File: src/rtl/key_load_ctrl_if.sv
// Serial key-load handshake bundle: a restart pulse plus a bit-serial valid/ready channel.
interface key_load_ctrl_if;
  logic load_start;
  logic ser_data;
  logic ser_valid;
  logic ser_ready;

  modport master (output load_start, output ser_data, output ser_valid, input ser_ready);
  modport slave  (input load_start, input ser_data, input ser_valid, output ser_ready);
endinterface

File: src/rtl/key_load_ctrl.sv
// Serial unlock-key loader: shifts in key + XOR checksum, commits the key on a match,
// holds the core stalled until a key is committed and locks out after repeated failures.
module key_load_ctrl #(
  parameter int unsigned KEY_WIDTH   = 64,
  parameter int unsigned SLICE_WIDTH = 8,
  parameter int unsigned NUM_SLICES  = 8,
  parameter int unsigned MAX_FAILS   = 3
) (
  input  logic                 clk,
  input  logic                 rst,
  key_load_ctrl_if.slave       ser,
  output logic [KEY_WIDTH-1:0] key_out,
  output logic                 key_loaded,
  output logic                 core_stall,
  output logic                 load_err,
  output logic                 lockout
);

  localparam int unsigned FailW   = (MAX_FAILS < 2) ? 1 : $clog2(MAX_FAILS + 1);
  localparam logic [6:0]  KeyLast = 7'(KEY_WIDTH - 1);
  localparam logic [6:0]  SumLast = 7'(KEY_WIDTH + SLICE_WIDTH - 1);

  typedef enum logic [2:0] {StIdle, StShiftKey, StShiftSum, StCompare, StLockout} state_e;

  state_e                 state_q, state_d;
  logic [KEY_WIDTH-1:0]   shadow_q, shadow_d;
  logic [SLICE_WIDTH-1:0] sum_q, sum_d;
  logic [6:0]             bit_cnt_q, bit_cnt_d;
  logic [FailW-1:0]       fail_cnt_q, fail_cnt_d;
  logic [KEY_WIDTH-1:0]   key_q, key_d;
  logic                   key_loaded_q, key_loaded_d;
  logic                   load_err_q, load_err_d;
  logic [SLICE_WIDTH-1:0] calc_sum;

  always_comb begin
    calc_sum = '0;
    for (int i = 0; i < int'(NUM_SLICES); i++) begin
      calc_sum = calc_sum ^ shadow_q[i*SLICE_WIDTH +: SLICE_WIDTH];
    end
  end

  assign ser.ser_ready = (state_q == StShiftKey) || (state_q == StShiftSum);
  assign lockout       = (state_q == StLockout);
  assign key_out       = lockout ? '0 : key_q;
  assign key_loaded    = key_loaded_q;
  assign load_err      = load_err_q;
  // Stall for the whole of any reload so the core never observes a half-updated key.
  assign core_stall    = !key_loaded_q || (state_q != StIdle) || lockout;

  always_comb begin
    state_d      = state_q;
    shadow_d     = shadow_q;
    sum_d        = sum_q;
    bit_cnt_d    = bit_cnt_q;
    fail_cnt_d   = fail_cnt_q;
    key_d        = key_q;
    key_loaded_d = key_loaded_q;
    load_err_d   = load_err_q;

    unique case (state_q)
      StIdle: begin
        if (ser.load_start) begin
          state_d    = StShiftKey;
          bit_cnt_d  = '0;
          shadow_d   = '0;
          sum_d      = '0;
          load_err_d = 1'b0;
        end
      end
      StShiftKey, StShiftSum: begin
        if (ser.load_start) begin
          // Restart drops any bit offered this cycle and does not count as a failure.
          state_d   = StShiftKey;
          bit_cnt_d = '0;
          shadow_d  = '0;
          sum_d     = '0;
        end else if (ser.ser_valid) begin
          bit_cnt_d = bit_cnt_q + 7'd1;
          if (state_q == StShiftKey) begin
            shadow_d = {shadow_q[KEY_WIDTH-2:0], ser.ser_data};
            if (bit_cnt_q == KeyLast) state_d = StShiftSum;
          end else begin
            sum_d = {sum_q[SLICE_WIDTH-2:0], ser.ser_data};
            if (bit_cnt_q == SumLast) state_d = StCompare;
          end
        end
      end
      StCompare: begin
        if (calc_sum == sum_q) begin
          key_d        = shadow_q;
          key_loaded_d = 1'b1;
          fail_cnt_d   = '0;
          state_d      = StIdle;
        end else begin
          load_err_d = 1'b1;
          fail_cnt_d = fail_cnt_q + FailW'(1);
          if (fail_cnt_q == FailW'(MAX_FAILS - 1)) begin
            state_d = StLockout;
            key_d   = '0;
          end else begin
            state_d = StIdle;
          end
        end
      end
      StLockout: ;
      default: state_d = StIdle;
    endcase
  end

  always_ff @(posedge clk) begin
    if (rst) begin
      state_q      <= StIdle;
      shadow_q     <= '0;
      sum_q        <= '0;
      bit_cnt_q    <= '0;
      fail_cnt_q   <= '0;
      key_q        <= '0;
      key_loaded_q <= 1'b0;
      load_err_q   <= 1'b0;
    end else begin
      state_q      <= state_d;
      shadow_q     <= shadow_d;
      sum_q        <= sum_d;
      bit_cnt_q    <= bit_cnt_d;
      fail_cnt_q   <= fail_cnt_d;
      key_q        <= key_d;
      key_loaded_q <= key_loaded_d;
      load_err_q   <= load_err_d;
    end
  end

endmodule
File: src/flat_wrapper.sv
// flat-port wrapper written by rule: the top's interface ports become plain ports
module key_load_ctrl_flat 
#(
  parameter int unsigned KEY_WIDTH   = 64,
  parameter int unsigned SLICE_WIDTH = 8,
  parameter int unsigned NUM_SLICES  = 8,
  parameter int unsigned MAX_FAILS   = 3
)
  (clk, rst, key_out, key_loaded, core_stall, load_err, lockout, ser_load_start, ser_ser_data, ser_ser_valid, ser_ser_ready);
  key_load_ctrl_if ser_i ();
  input  logic clk;
  input  logic rst;
  output logic [KEY_WIDTH-1:0] key_out;
  output logic key_loaded;
  output logic core_stall;
  output logic load_err;
  output logic lockout;
  input wire logic [$bits(ser_i.load_start)-1:0] ser_load_start;
  input wire logic [$bits(ser_i.ser_data)-1:0] ser_ser_data;
  input wire logic [$bits(ser_i.ser_valid)-1:0] ser_ser_valid;
  output wire logic [$bits(ser_i.ser_ready)-1:0] ser_ser_ready;
  assign ser_i.load_start = ser_load_start;
  assign ser_i.ser_data = ser_ser_data;
  assign ser_i.ser_valid = ser_ser_valid;
  assign ser_ser_ready = ser_i.ser_ready;
  key_load_ctrl #(.KEY_WIDTH(KEY_WIDTH), .SLICE_WIDTH(SLICE_WIDTH), .NUM_SLICES(NUM_SLICES), .MAX_FAILS(MAX_FAILS)) u_core (.clk(clk), .rst(rst), .ser(ser_i), .key_out(key_out), .key_loaded(key_loaded), .core_stall(core_stall), .load_err(load_err), .lockout(lockout));
endmodule
File: config.mk
export PLATFORM = sky130hd
export DESIGN_NAME = key_load_ctrl_flat
export DESIGN_NICKNAME = d
export VERILOG_FILES = /design/src/rtl/key_load_ctrl_if.sv /design/src/rtl/key_load_ctrl.sv /design/src/flat_wrapper.sv
export SDC_FILE = /design/constraint.sdc
export NUM_CORES = 1
export LEC_CHECK = 0
export ABC_AREA = 1
export CORE_MARGIN = 2
export CORE_UTILIZATION = 35
export CTS_CLUSTER_SIZE = 10
export DETAILED_ROUTE_END_ITERATION = 7
export GPL_ROUTABILITY_DRIVEN = 0
export PLACE_DENSITY = 0.66
export SLEW_MARGIN = 0
export SYNTH_ARGS = -nofsm -noshare
export SYNTH_HDL_FRONTEND = slang
export SYNTH_SLANG_ARGS = --single-unit
File: constraint.sdc
create_clock -name clk -period 4.5 [get_ports clk]
set_input_delay 0.9 -clock clk [delete_from_list [all_inputs] [get_ports clk]]
set_output_delay 0.9 -clock clk [all_outputs]
set_load 0.005 [all_outputs]
== Word level (Yosys, flattened, before mapping) ==
Cells that the tools add are included.

* Register bits: 150
* Input port bits: 5

* Add/subtract/negate cells: 2
* Equality and inequality tests: 15
* Muxes and demuxes: 30
* Bitwise logic cells: 8
* Reduce and logical (&&, ||, !) cells: 17

{| class="wikitable"
|+ Operators by type and width
! kind !! count
|-
| two-way mux 64 bit || 7
|-
| one-hot mux 64 bit (2 select lines) || 1
|-
| XOR 8 bit || 7
|-
| two-way mux 8 bit || 4
|-
| two-way mux 3 bit || 8
|-
| two-way mux 7 bit || 3
|-
| one-hot mux 8 bit (2 select lines) || 1
|-
| one-hot mux 7 bit (2 select lines) || 1
|-
| one-hot mux 3 bit (4 select lines) || 1
|-
| equality test 8 bit || 1
|-
| AND reduction 4 bit || 2
|-
| adder 7 x 1 -> 7 bit (second input constant) || 1
|-
| equality test 7 x 6 -> 1 bit (second input constant) || 1
|-
| equality test 7 bit (second input constant) || 1
|-
| equality test 3 x 2 -> 1 bit (second input constant) || 2
|-
| inequality test 3 bit (second input constant) || 2
|-
| AND reduction 3 bit || 2
|-
| nonzero test 2 bit || 3
|-
| AND reduction 5 bit || 1
|-
| inequality test 2 bit (second input constant) || 2
|-
| inequality test 4 x 2 -> 1 bit (second input constant) || 1
|-
| inequality test 4 bit (second input constant) || 1
|-
| AND reduction 2 bit || 2
|-
| equality test 3 x 1 -> 1 bit (second input constant) || 1
|-
| other kinds (13) || 16
|}

== Logic depth before layout (Yosys ltp) ==
* Word-level depth: 10
* Depth in mapped cells: 18
* Depth with buffers taken out: 17

== Worst setup path before layout ==
Ideal clock, no wire load.

* Path type: reg-to-output
* From: register u_core.state_q[0]
* To: output port key_out[14]
* Arrival: 1,344 ps
* Required time: 3,600 ps
* Setup slack: 2,256 ps
* Cell stages (with the launch flop): 7
* Buffers on the path: 2
* Cell sequence: dfxtp_1 -> nor2_1 -> inv_1 -> nor2_1 -> clkbuf_1 -> buf_1 -> nor2_1

* Word-level cells in the longest chain between the ends: 2

{| class="wikitable"
|+ Ends and longest elaborated chain
! item !! line !! RTL
|-
| from (decl) || key_load_ctrl.sv:25 || <nowiki>state_e state_q, state_d;</nowiki>
|-
| from (signal assigned) || key_load_ctrl.sv:112 || <nowiki>state_q <= StIdle;</nowiki>
|-
| from (signal assigned) || key_load_ctrl.sv:121 || <nowiki>state_q <= state_d;</nowiki>
|-
| equality test 3 bit || key_load_ctrl.sv:43 || <nowiki>assign lockout = (state_q == StLockout);</nowiki>
|-
| two-way mux 64 bit || key_load_ctrl.sv:44 || <nowiki>assign key_out = lockout ? '0 : key_q;</nowiki>
|-
| to (decl) || flat_wrapper.sv:13 || <nowiki>output logic [KEY_WIDTH-1:0] key_out;</nowiki>
|}

Every way passes these cells.

== Worst setup path in the final report ==
* From: register u_core.state_q[0]
* To: output port key_out[22]

Same word-level chain as after synthesis.

==> qor.yml <==
synthesis:
  ys_types: 31
  ys_seq_area_share_pct: 41.3
  syn-cell-area_mm2: 0.00726
  yosys.area_share.adder_pct: 0.344
  syn-instance-count: 1043
  synthSimpleGateAreaFrac_pct: 26.4
  yosys_synthesis_warning_count: 0
  synth_nets: 1050
  complex_gate_fraction_of_the_synthesized_area_pct: 17.8
  share_of_synthesized_area_spent_on_multiplexers_pct: 0
  synth_area_per_cell_um2: 6.96
  postSynthRegisterBits: 150
  largest_family_of_logic_cells_by_synthesized_area: "simple AND/OR/NAND/NOR gates"
  post_synth_xor_area_fraction_pct: 2.05
finish:
  layout.cells.most_common: "sky130_fd_sc_hd__nand2_1"
  layout-drive-gt1-share_pct: 7.61
  commonest_cells_after_routing_fill_and_taps_aside: "sky130_fd_sc_hd__nand2_1 (227), sky130_fd_sc_hd__dfxtp_1 (150), sky130_fd_sc_hd__a21oi_1 (147)"
  antenna_cells: 0
  flow.area_growth_from_synthesis_pct: 19.8
  layout.nets: 1085
  design_area_mm2: 0.00870
detailed_routing:
  drcViolationCount: 0
  drtAntennaViolNets: 0
  dr_total_vias: 6481
  avgViaCountPerCell: 4.77
  avgRoutedWirePerCell_um: 12.9
  detailedRoute.firstIterationViolations: 461
  wl_mm: 17.6
  drtPass1Iterations: 5
placement:
  io_buffer_count: 73
  placedInstanceArea_mm2: 0.00810
  dpl_worst_slack_ps: 1020
  total_half_perimeter_wirelength_after_legalization_and_detailed_placement_mm: 11.7
hold_path:
  min_to: "u_core.load_err"
  hp-class: "register to register"
  min-delay-start: "u_core.load_err"
  holdPathStages: 2
sta:
  timing.final.crit_period_ps: 3330
  unrepaired_setup_endpoints_after_global_routing: "false"
  clock.fmax_mhz: 301
  tightest_slew_ps: 1200
  hold_violations: 0
  number_of_slew_limit_violations_in_the_final_report: 0
  fin_worst_hold_slack_ps: 450
  period_utilisation_layout_pct: 73.9
  timing.slew.headroom_pct: 19.5
  finalWorstSetupSlack_ps: 1170
  final_setup_viols: 0
  fin_skew_ps: 7.86
  final.setup.tns_ps: 0
die:
  horizontal_die_dimension_um: 148
  num_io_pins: 74
  dieArea_mm2: 0.0219
  fp.coreArea_mm2: 0.0203
  initial_utilization_pct: 35.8
  fp.dieH_um: 148
  rows: 52
worst_setup_path:
  crit_path_cell_trace: "nor2_1 > inv_1 > nor2_4 > buf_12 > nor2_1 > clkdlybuf4s50_1"
  worstSetupEndpointType: "output pin"
  worst_path_top_cell_family_by_delay: "buffers and inverters"
  critical_path_arrival_ps: 2430
  reg2reg_from: "u_core.shadow_q[50]"
  crit_type: "register to output pin"
  critPathMostFrequentCell: "sky130_fd_sc_hd__nor2_1"
  timing.critical_path.slowest_stage_cell: "sky130_fd_sc_hd__nor2_4"
  worst_r2r_path_depth: 11
  startpoint_type: "register"
  rrSetupSlack_ps: 1800
  timing.critical_path.buf_inv: 3
  critical_path.max_fanout: 36
  required_ps: 3600
  worstReg2RegEnd: "u_core.key_q[2]"
  cpPeakStageDelay_ps: 560
grt:
  first_global_vias: 6000
  pin_count_of_the_biggest_net_entering_global_routing: 74
  antenna_found_initial: 0
  grtUsageTotal_pct: 16.5
  global_route_wire_length_before_repair_mm: 29.9
  globalRouteOverflowTotal: 0
run_status:
  outcome: "completed"
cts:
  cts.root.buffer_cell: "sky130_fd_sc_hd__clkbuf_16"
  post_cts_hold_buffer_count: 0
  clock_tree_from_tritoncts: "done"
  post_cts_resize_count: 0
  clkTransAtPathRegs_ps: 60
  clock_tree.htree_level_count: 4
  clock_tree.buffer_depth: 2
  clock-sinks: 150
  cts_setup_buffers: 0
  clock_insertion_delay_worst_skew_ps: 430
  cts-buffers-inserted: 17
power_and_ir_drop:
  cellLeakagePower_nw: 3.24
  power_density_mw_per_mm2: 602
  power.ir.vdd_worst_v: 0.000318
  post-layout-total-power_w: 0.00524
run:
  cap_violations: 0
==> worst max path at each step <==
stage,startpoint,cells after the start,slack (ps),to
2_1_floorplan,u_core.state_q[0],6,2260,key_out[14]
3_3_place_gp,ser_load_start,11,1110,u_core.shadow_q[21]
3_5_place_dp,ser_load_start,11,1020,u_core.shadow_q[36]
4_1_cts,u_core.state_q[0],6,1100,key_out[22]
5_1_grt,u_core.state_q[0],6,940,key_out[35]
6_report,u_core.state_q[0],6,1170,key_out[22]
==> metrics by stage <==
stage / cells / utilization (%)
6_report: 1360 / 42.9
5_1_grt: 1360 / 42.9
4_1_cts: 1360 / 42.9
3_5_place_dp: 1329 / 39.9
3_3_place_gp: 1329 / 39.9
2_1_floorplan: 1043 / -
==> cell families after synthesis <==
group / count (synthesis)
xor gates and xnor gates: 17
AOI/OAI and AO/OA: 206
DFF: 150
and+or+nand+nor: 454
buffers and inverters: 214
adders and majority gates: 2
==> routing by layer <==
metal	wire (um)	track usage, %	part of all wire (%)	vias up
li1	-	-	-	3426
met1	9070	23.8	52	2920
met2	7550	24.8	43	117
met3	705	3.40	4.0	18
met4	250	4.76	1.4	0
met5	0	0	0	-
==> where the power goes <==
part	internal, W	switching, W
clock network	0.000900	0.000564
logic	0.000643	0.00130
registers	0.00156	0.000271
total	0.00310	0.00214
==> Yosys cell counts (all sizes together) <==
cell type / number / area share (%)
and3: 1 / 0.086
ha: 2 / 0.34
a31oi: 1 / 0.086
dfxtp: 150 / 41
nor3: 5 / 0.50
inv: 150 / 7.8
nand4: 1 / 0.086
xnor2: 12 / 1.4
nor2: 89 / 4.8
clkbuf: 31 / 1.6
nand3: 124 / 8.5
a211oi: 47 / 6.7
nand2: 230 / 12
nand3b: 4 / 0.41
xor2: 5 / 0.60
a21oi: 147 / 10
o211a: 1 / 0.14
o31ai: 1 / 0.10
o21a: 1 / 0.10
buf: 33 / 2.7
o21ai: 8 / 0.55
==> layout make-up <==
class | count | area (um2)
flip-flops and latches | 150 | 3000
clock inverters | 11 | 149
multi-input cells | 679 | 3400
inverters | 150 | 564
repair buffers | 80 | 793
well taps | 270 | 338
fillers | 2067 | 11600
clock buffers | 20 | 457
==> sequential cells by signal, summed over array words and instances, names as in the netlist <==
name,count
u_core.bit_cnt_q,7
u_core.fail_cnt_q,2
u_core.key_loaded,1
u_core.key_q,64
u_core.load_err,1
u_core.shadow_q,64
u_core.state_q,3
u_core.sum_q,8
==> worst reg2reg max path: cells and delay by family (launching register included) <==
kind            cells  cell delay (ps)
simple gates        8              950
buf+inv             1              770
flops               1              350
compound gates      1              190
xor+xnor            1              380
No activity file was read; power rests on OpenSTA's default activity.
